### config.mk
export PLATFORM = sky130hd
export DESIGN_NAME = piso_bit_feeder
export DESIGN_NICKNAME = d
export VERILOG_FILES = /design/src/rtl/serial_pkg.sv /design/src/rtl/piso_bit_feeder.sv
export SDC_FILE = /design/constraint.sdc
export NUM_CORES = 1
export LEC_CHECK = 0
export ABC_CLOCK_PERIOD_IN_PS = 1500
export CAP_MARGIN = 20
export CORE_MARGIN = 2
export CORE_UTILIZATION = 36
export DETAILED_ROUTE_END_ITERATION = 10
export HOLD_SLACK_MARGIN = 0.15
export PLACE_DENSITY = 0.58
export SLEW_MARGIN = 20
export SYNTH_ARGS = -nofsm -noshare
export SYNTH_HDL_FRONTEND = slang
export SYNTH_SLANG_ARGS = --single-unit
### constraint.sdc
create_clock -name clk -period 1.5 [get_ports clk]
set_input_delay 0.15 -clock clk [delete_from_list [all_inputs] [get_ports clk]]
set_output_delay 0.15 -clock clk [all_outputs]
set_load 0.03 [all_outputs]
### src/rtl/serial_pkg.sv
// Shared constants for the serial feeder / 10110 detector pair: FSM encoding
// and the default word width used by the feeder and the detector's bench.
package serial_pkg;

    localparam int DEF_WIDTH = 8;

    localparam logic [1:0] ST_IDLE  = 2'b00;
    localparam logic [1:0] ST_SHIFT = 2'b01;

endpackage

### src/rtl/piso_bit_feeder.sv
// Parallel-in/serial-out feeder: accepts WIDTH-bit words over valid/ready and
// streams them one bit per clock, reloading at the last bit so words abut.
module piso_bit_feeder
    import serial_pkg::*;
#(
    parameter int WIDTH     = DEF_WIDTH,
    parameter bit MSB_FIRST = 1'b1,
    parameter bit IDLE_BIT  = 1'b0
) (
    input  logic             clk,
    input  logic             rst_n,
    input  logic [WIDTH-1:0] din,
    input  logic             din_valid,
    output logic             din_ready,
    output logic             sout,
    output logic             sout_valid,
    output logic             busy,
    output logic             frame_done
);

    localparam int CW = (WIDTH > 2) ? $clog2(WIDTH) : 1;

    logic [1:0]       state_r;
    logic [1:0]       next_state_s;
    logic [WIDTH-1:0] shreg_r;
    logic [WIDTH-1:0] shreg_next_s;
    logic [CW-1:0]    cnt_r;
    logic [CW-1:0]    cnt_next_s;
    logic             in_shift_s;
    logic             last_s;
    logic             xfer_s;

    // Advance the word one position toward the output end, zero-filling behind it.
    function automatic logic [WIDTH-1:0] shift_out(input logic [WIDTH-1:0] v);
        logic [WIDTH-1:0] r;
        if (MSB_FIRST) begin
            r = {v[WIDTH-2:0], 1'b0};
        end else begin
            r = {1'b0, v[WIDTH-1:1]};
        end
        return r;
    endfunction

    assign in_shift_s = (state_r == ST_SHIFT);
    assign last_s     = in_shift_s && (cnt_r == {CW{1'b0}});
    // Ready is state-only, so it can never form a loop with the sender's valid.
    assign din_ready  = (state_r == ST_IDLE) || last_s;
    assign xfer_s     = din_valid && din_ready;

    // Next-state, shift-register and counter logic.
    always_comb begin
        next_state_s = ST_IDLE;
        shreg_next_s = shreg_r;
        cnt_next_s   = cnt_r;
        case (state_r)
            ST_IDLE: begin
                if (xfer_s) begin
                    next_state_s = ST_SHIFT;
                    shreg_next_s = din;
                    cnt_next_s   = CW'(WIDTH - 1);
                end else begin
                    next_state_s = ST_IDLE;
                end
            end
            ST_SHIFT: begin
                if (cnt_r != {CW{1'b0}}) begin
                    next_state_s = ST_SHIFT;
                    shreg_next_s = shift_out(shreg_r);
                    cnt_next_s   = cnt_r - CW'(1);
                end else if (xfer_s) begin
                    next_state_s = ST_SHIFT;
                    shreg_next_s = din;
                    cnt_next_s   = CW'(WIDTH - 1);
                end else begin
                    next_state_s = ST_IDLE;
                end
            end
            default: begin
                next_state_s = ST_IDLE;
                shreg_next_s = {WIDTH{1'b0}};
                cnt_next_s   = {CW{1'b0}};
            end
        endcase
    end

    // State registers; reset discards any partially sent word.
    always_ff @(posedge clk or negedge rst_n) begin
        if (!rst_n) begin
            state_r <= ST_IDLE;
            shreg_r <= {WIDTH{1'b0}};
            cnt_r   <= {CW{1'b0}};
        end else begin
            state_r <= next_state_s;
            shreg_r <= shreg_next_s;
            cnt_r   <= cnt_next_s;
        end
    end

    assign sout       = in_shift_s ? (MSB_FIRST ? shreg_r[WIDTH-1] : shreg_r[0]) : IDLE_BIT;
    assign sout_valid = in_shift_s;
    assign busy       = in_shift_s;
    assign frame_done = last_s;

endmodule

# == Word level (Yosys, flattened, before mapping) ==
# Index checks and enable logic that the tools add are counted.
# op_classes
addsub,1
reduce_logical,6
n_eq_ne,1
n_mux,10
# ops
operator,count
$mux 8,2
$pmux 8 s2,1
$mux 3,2
$pmux 3 s2,1
$pmux 2 s2,1
$logic_not 3->1,1
$reduce_bool 3->1,1
$sub 3x1->3 const B,1
$eq 2x1->1 const B,1
$logic_and 1x1->1,2
$logic_not 2->1,1
$mux 1,2
$mux 2,1
$logic_or 1x1->1,1
# totals
reg_bits,13
output_inout_bits,5
in_bits,11
wordCells,21

# == Logic depth before layout (Yosys ltp) ==
# logic_depth
depth_word,7
mapped_depth,6
mapped_depth_nobuf,5

# == Worst setup path after synthesis ==
# Ideal clock, no wire load.
# synth_timing
path_kind,register to register
startpoint,register cnt_r[0]
endpoint,register shreg_r[1]
setup_ns,0.125
required_time_ns,1.375
t_arrival_ns,1.285
stages_incl_launch_ff,7
n_path_buf,1
period_less_slack_ns,1.410
path_slack_ns,0.090
path_cell_list,dfrtp_1 > inv_1 > ha_1 > nand2b_2 > nand2_2 > buf_6 > mux2_4
# synth_via
elab_chain_cells,7
elab_cells_between_ends,8
classes_between,mux (3); reduce/logical (5)
# synth_lines
element,line,text
"start, declared",piso_bit_feeder.sv:27,logic [CW-1:0] cnt_r;
"start signal, assigned",piso_bit_feeder.sv:91,cnt_r <= {CW{1'b0}};
"start signal, assigned",piso_bit_feeder.sv:95,cnt_r <= cnt_next_s;
$logic_not 3->1 *,piso_bit_feeder.sv:45,assign last_s = in_shift_s && (cnt_r == {CW{1'b0}});
$logic_and 1x1->1 *,piso_bit_feeder.sv:45,
$logic_or 1x1->1 *,piso_bit_feeder.sv:47,assign din_ready = (state_r == ST_IDLE) || last_s;
net din_ready,piso_bit_feeder.sv:14,"output logic din_ready,"
$logic_and 1x1->1 *,piso_bit_feeder.sv:48,assign xfer_s = din_valid && din_ready;
$mux 8 *,n/a,
$mux 8,piso_bit_feeder.sv:66,if (cnt_r != {CW{1'b0}}) begin
$pmux 8 s2 *,piso_bit_feeder.sv:55,case (state_r)
net shreg_next_s[1],piso_bit_feeder.sv:26,logic [WIDTH-1:0] shreg_next_s;
"end signal, assigned",piso_bit_feeder.sv:90,shreg_r <= {WIDTH{1'b0}};
"end signal, assigned",piso_bit_feeder.sv:94,shreg_r <= shreg_next_s;
"end, declared",piso_bit_feeder.sv:25,logic [WIDTH-1:0] shreg_r;
# Mark *: on every way through the listed nets, which the timed path passes. The rest lies on a longest branch.

# == Worst setup path after layout ==
# layout_timing
startpoint,register cnt_r[0]
endpoint,output frame_done
# layout_via
elab_chain_cells,2
# layout_lines
element,line,text
$logic_not 3->1,piso_bit_feeder.sv:45,
$logic_and 1x1->1,piso_bit_feeder.sv:45,
"end, declared",piso_bit_feeder.sv:18,output logic frame_done
# Every way passes these cells.

==> impl_metrics.env <==
export IMPL_hold_ws_ps=238
export IMPL_path_max_fanout=3
export IMPL_drt_iter0_drc=3
export IMPL_wl_per_cell_um=12.0
export IMPL_clk_pin_slew_worst_paths_ps=80
export IMPL_dpl_hpwl_um=823
export IMPL_syn2layout_area_growth_pct=39.6
export IMPL_track_usage_pct=14.3
export IMPL_worst_slew_pin_slew_ps=563
export IMPL_cts_sinks=12
export IMPL_die_w_um=46.4
export IMPL_p_total_uw=1530
export IMPL_dieArea_um2=2160
export IMPL_finalSetupViolations=0
export IMPL_clk_path_buf_depth=2
export IMPL_drc=0
export IMPL_vias_per_cell=4.27
export IMPL_max_vdd_ir_drop_mv=0.945
export IMPL_yosys_warnings=0
export IMPL_worst_slack_ps=23.3
export IMPL_num_vias=414
export IMPL_clock_latency_ps=270
export IMPL_critPathKind="register to primary output"
export IMPL_reg2reg_slack_ps=20
export IMPL_finalCoreUtilization_pct=53.0
export IMPL_chipHeight_um=46.4
export IMPL_slew_viol_final=0
export IMPL_core_um2=1710
export IMPL_ys_seq_area_share_pct=46.3
export IMPL_dr_pass1_iters=2
export IMPL_finalCritPeriodShare_pct=98.4
export IMPL_io_pins=16
export IMPL_netlist_instances=49
export IMPL_antenna_cells=0
export IMPL_clock_tree_htree_level_count=1
export IMPL_port_buffers=15
export IMPL_hold_viol_final=0
export IMPL_max_freq_ghz=0.677
export IMPL_ys_ff_latch=12
export IMPL_cellLeakagePower_uw=0.000424
export IMPL_hold_class="input port to async pin"
export IMPL_place_congestion=0.670
export IMPL_skew_ps=8.52
export IMPL_rows=15
export IMPL_crit_required_ps=1350
export IMPL_cp_start_kind="register"
export IMPL_avgSynthCellArea_um2=13.2
export IMPL_end_kind="primary output"
export IMPL_ctsRootBufferMaster="clkbuf_4"
export IMPL_pwr_density_cell_nw_per_um2=1690
export IMPL_crit_arrival_ps=1330
export IMPL_finalCriticalPeriod_ps=1480
export IMPL_cts_buffers=3
export IMPL_antenna_found_initial=0
export IMPL_ant_nets=0
export IMPL_routed_wl_mm=1.16
export IMPL_dpl_worst_slack_ps=7.19
export IMPL_grt_max_degree=13
export IMPL_start_util_pct=37.9
export IMPL_grt_pass1_wl_mm=2.04
export IMPL_grt_pass1_vias=452
export IMPL_tritoncts="built"
export IMPL_slew_headroom_pct=62.4
export IMPL_drv_cap=0
export IMPL_outcome="finished, final reports clean"
export IMPL_gr_total_overflow=0
export IMPL_cts_hold_buf=0
export IMPL_nNetsFinal=87
export IMPL_syn_nets=62
export IMPL_post_synth_num_cell_types=17
export IMPL_layout_drive_gt1_share_pct=40.3
export IMPL_netlist_area_um2=648
export IMPL_rsz0062_at_grt="true"
## registers in the layout (all words and copies together), names as in the netlist
name and cells:
shreg_r 8, state_r 1, cnt_r 3
## path summary, 6_finish.rpt
check / start / depth (start not counted) / endpoint
max in group asynchronous: rst_n / 1 / shreg_r[5]$_DFF_PN0_
max reg2reg: cnt_r[0]$_DFF_PN0_ / 6 / shreg_r[2]$_DFF_PN0_
min: rst_n / 1 / cnt_r[1]$_DFF_PN0_
max: cnt_r[0]$_DFF_PN0_ / 6 / frame_done
min reg2reg: cnt_r[0]$_DFF_PN0_ / 1 / cnt_r[0]$_DFF_PN0_
min in group clk: cnt_r[0]$_DFF_PN0_ / 1 / cnt_r[0]$_DFF_PN0_
## worst max-delay path, cell delays in order (launching register included)
cell	delay [ps]
dfrtp_1	400
inv_2	90
ha_4	140
nand2b_2	70
buf_4	150
nor2_4	70
buf_6	130
## cell type report
class                      instances  area [um2]
inverter                           3        11.3
fill                             156         803
clock buffer                       3        22.5
multi-input combinational         31         327
sequential                        12         300
tap                               25        31.3
timing repair buffer              23         213
## synthesized netlist by cell type (all sizes together)
cell type	count	area, um2
a21oi	2	10.0
and2	1	6.26
buf	3	30.0
dfrtp	12	300
ha	2	25.0
inv	3	11.3
mux2	14	184
mux2i	3	30.0
nand2	1	6.26
nand2b	2	15.0
nor2	4	15.0
nor3	1	5.00
o32a	1	10.0
## metal layers
metal / GRT usage, % / share of wire, % / vias to the layer above
met1: 17.5 / 47 / 191
met3: 2.35 / 4.7 / 2
li1: - / - / 212
met5: 0 / 0 / -
met2: 22.2 / 47 / 9
met4: 10.3 / 0.86 / 0
## power by group
group          switching (uW)  internal, uW
Combinational             356           461
Sequential               67.9           446
Clock                     103          92.7
Total                     527           999
## through the flow
stage | setup TNS [ps] | instances | instance area, um2
final | 0 | 97 | 905
after floorplan | 0 | 49 | 648
after global routing | -352 | 97 | 905
after global placement | 0 | 93 | 847
after CTS | 0 | 97 | 891
after detailed placement | 0 | 93 | 847
## cell usage in the layout, fill, tap and decap left out
master	n
dfrtp_1	12
clkdlybuf4s50_1	10
buf_4	8
mux2_4	7
mux2_1	4
mux2i_1	3
mux2_2	3
nor2_1	3
clkbuf_4	3
a21oi_1	2
inv_2	2
dlygate4sd2_1	2
buf_6	2
nand2b_2	1
nand2_2	1
nand2b_1	1
inv_1	1
nor3_1	1
o32a_1	1
nor2_4	1
and2_1	1
ha_4	1
ha_1	1
dlymetal6s2s_1	1
## timing repair
action,CTS,global route
pin swaps,1,1
resized for setup,7,4
setup buffers,2,0
endpoints found under the setup margin,5,8
## cell families after synthesis
kind of cell | synth area share [%]
muxes | 33.0
DFF | 46.3
and+or+nand+nor | 7.34
buffers and inverters | 6.37
AOI/OAI and AO/OA | 3.09
adders and majority gates | 3.86
No activity file was read; power rests on OpenSTA's default activity.
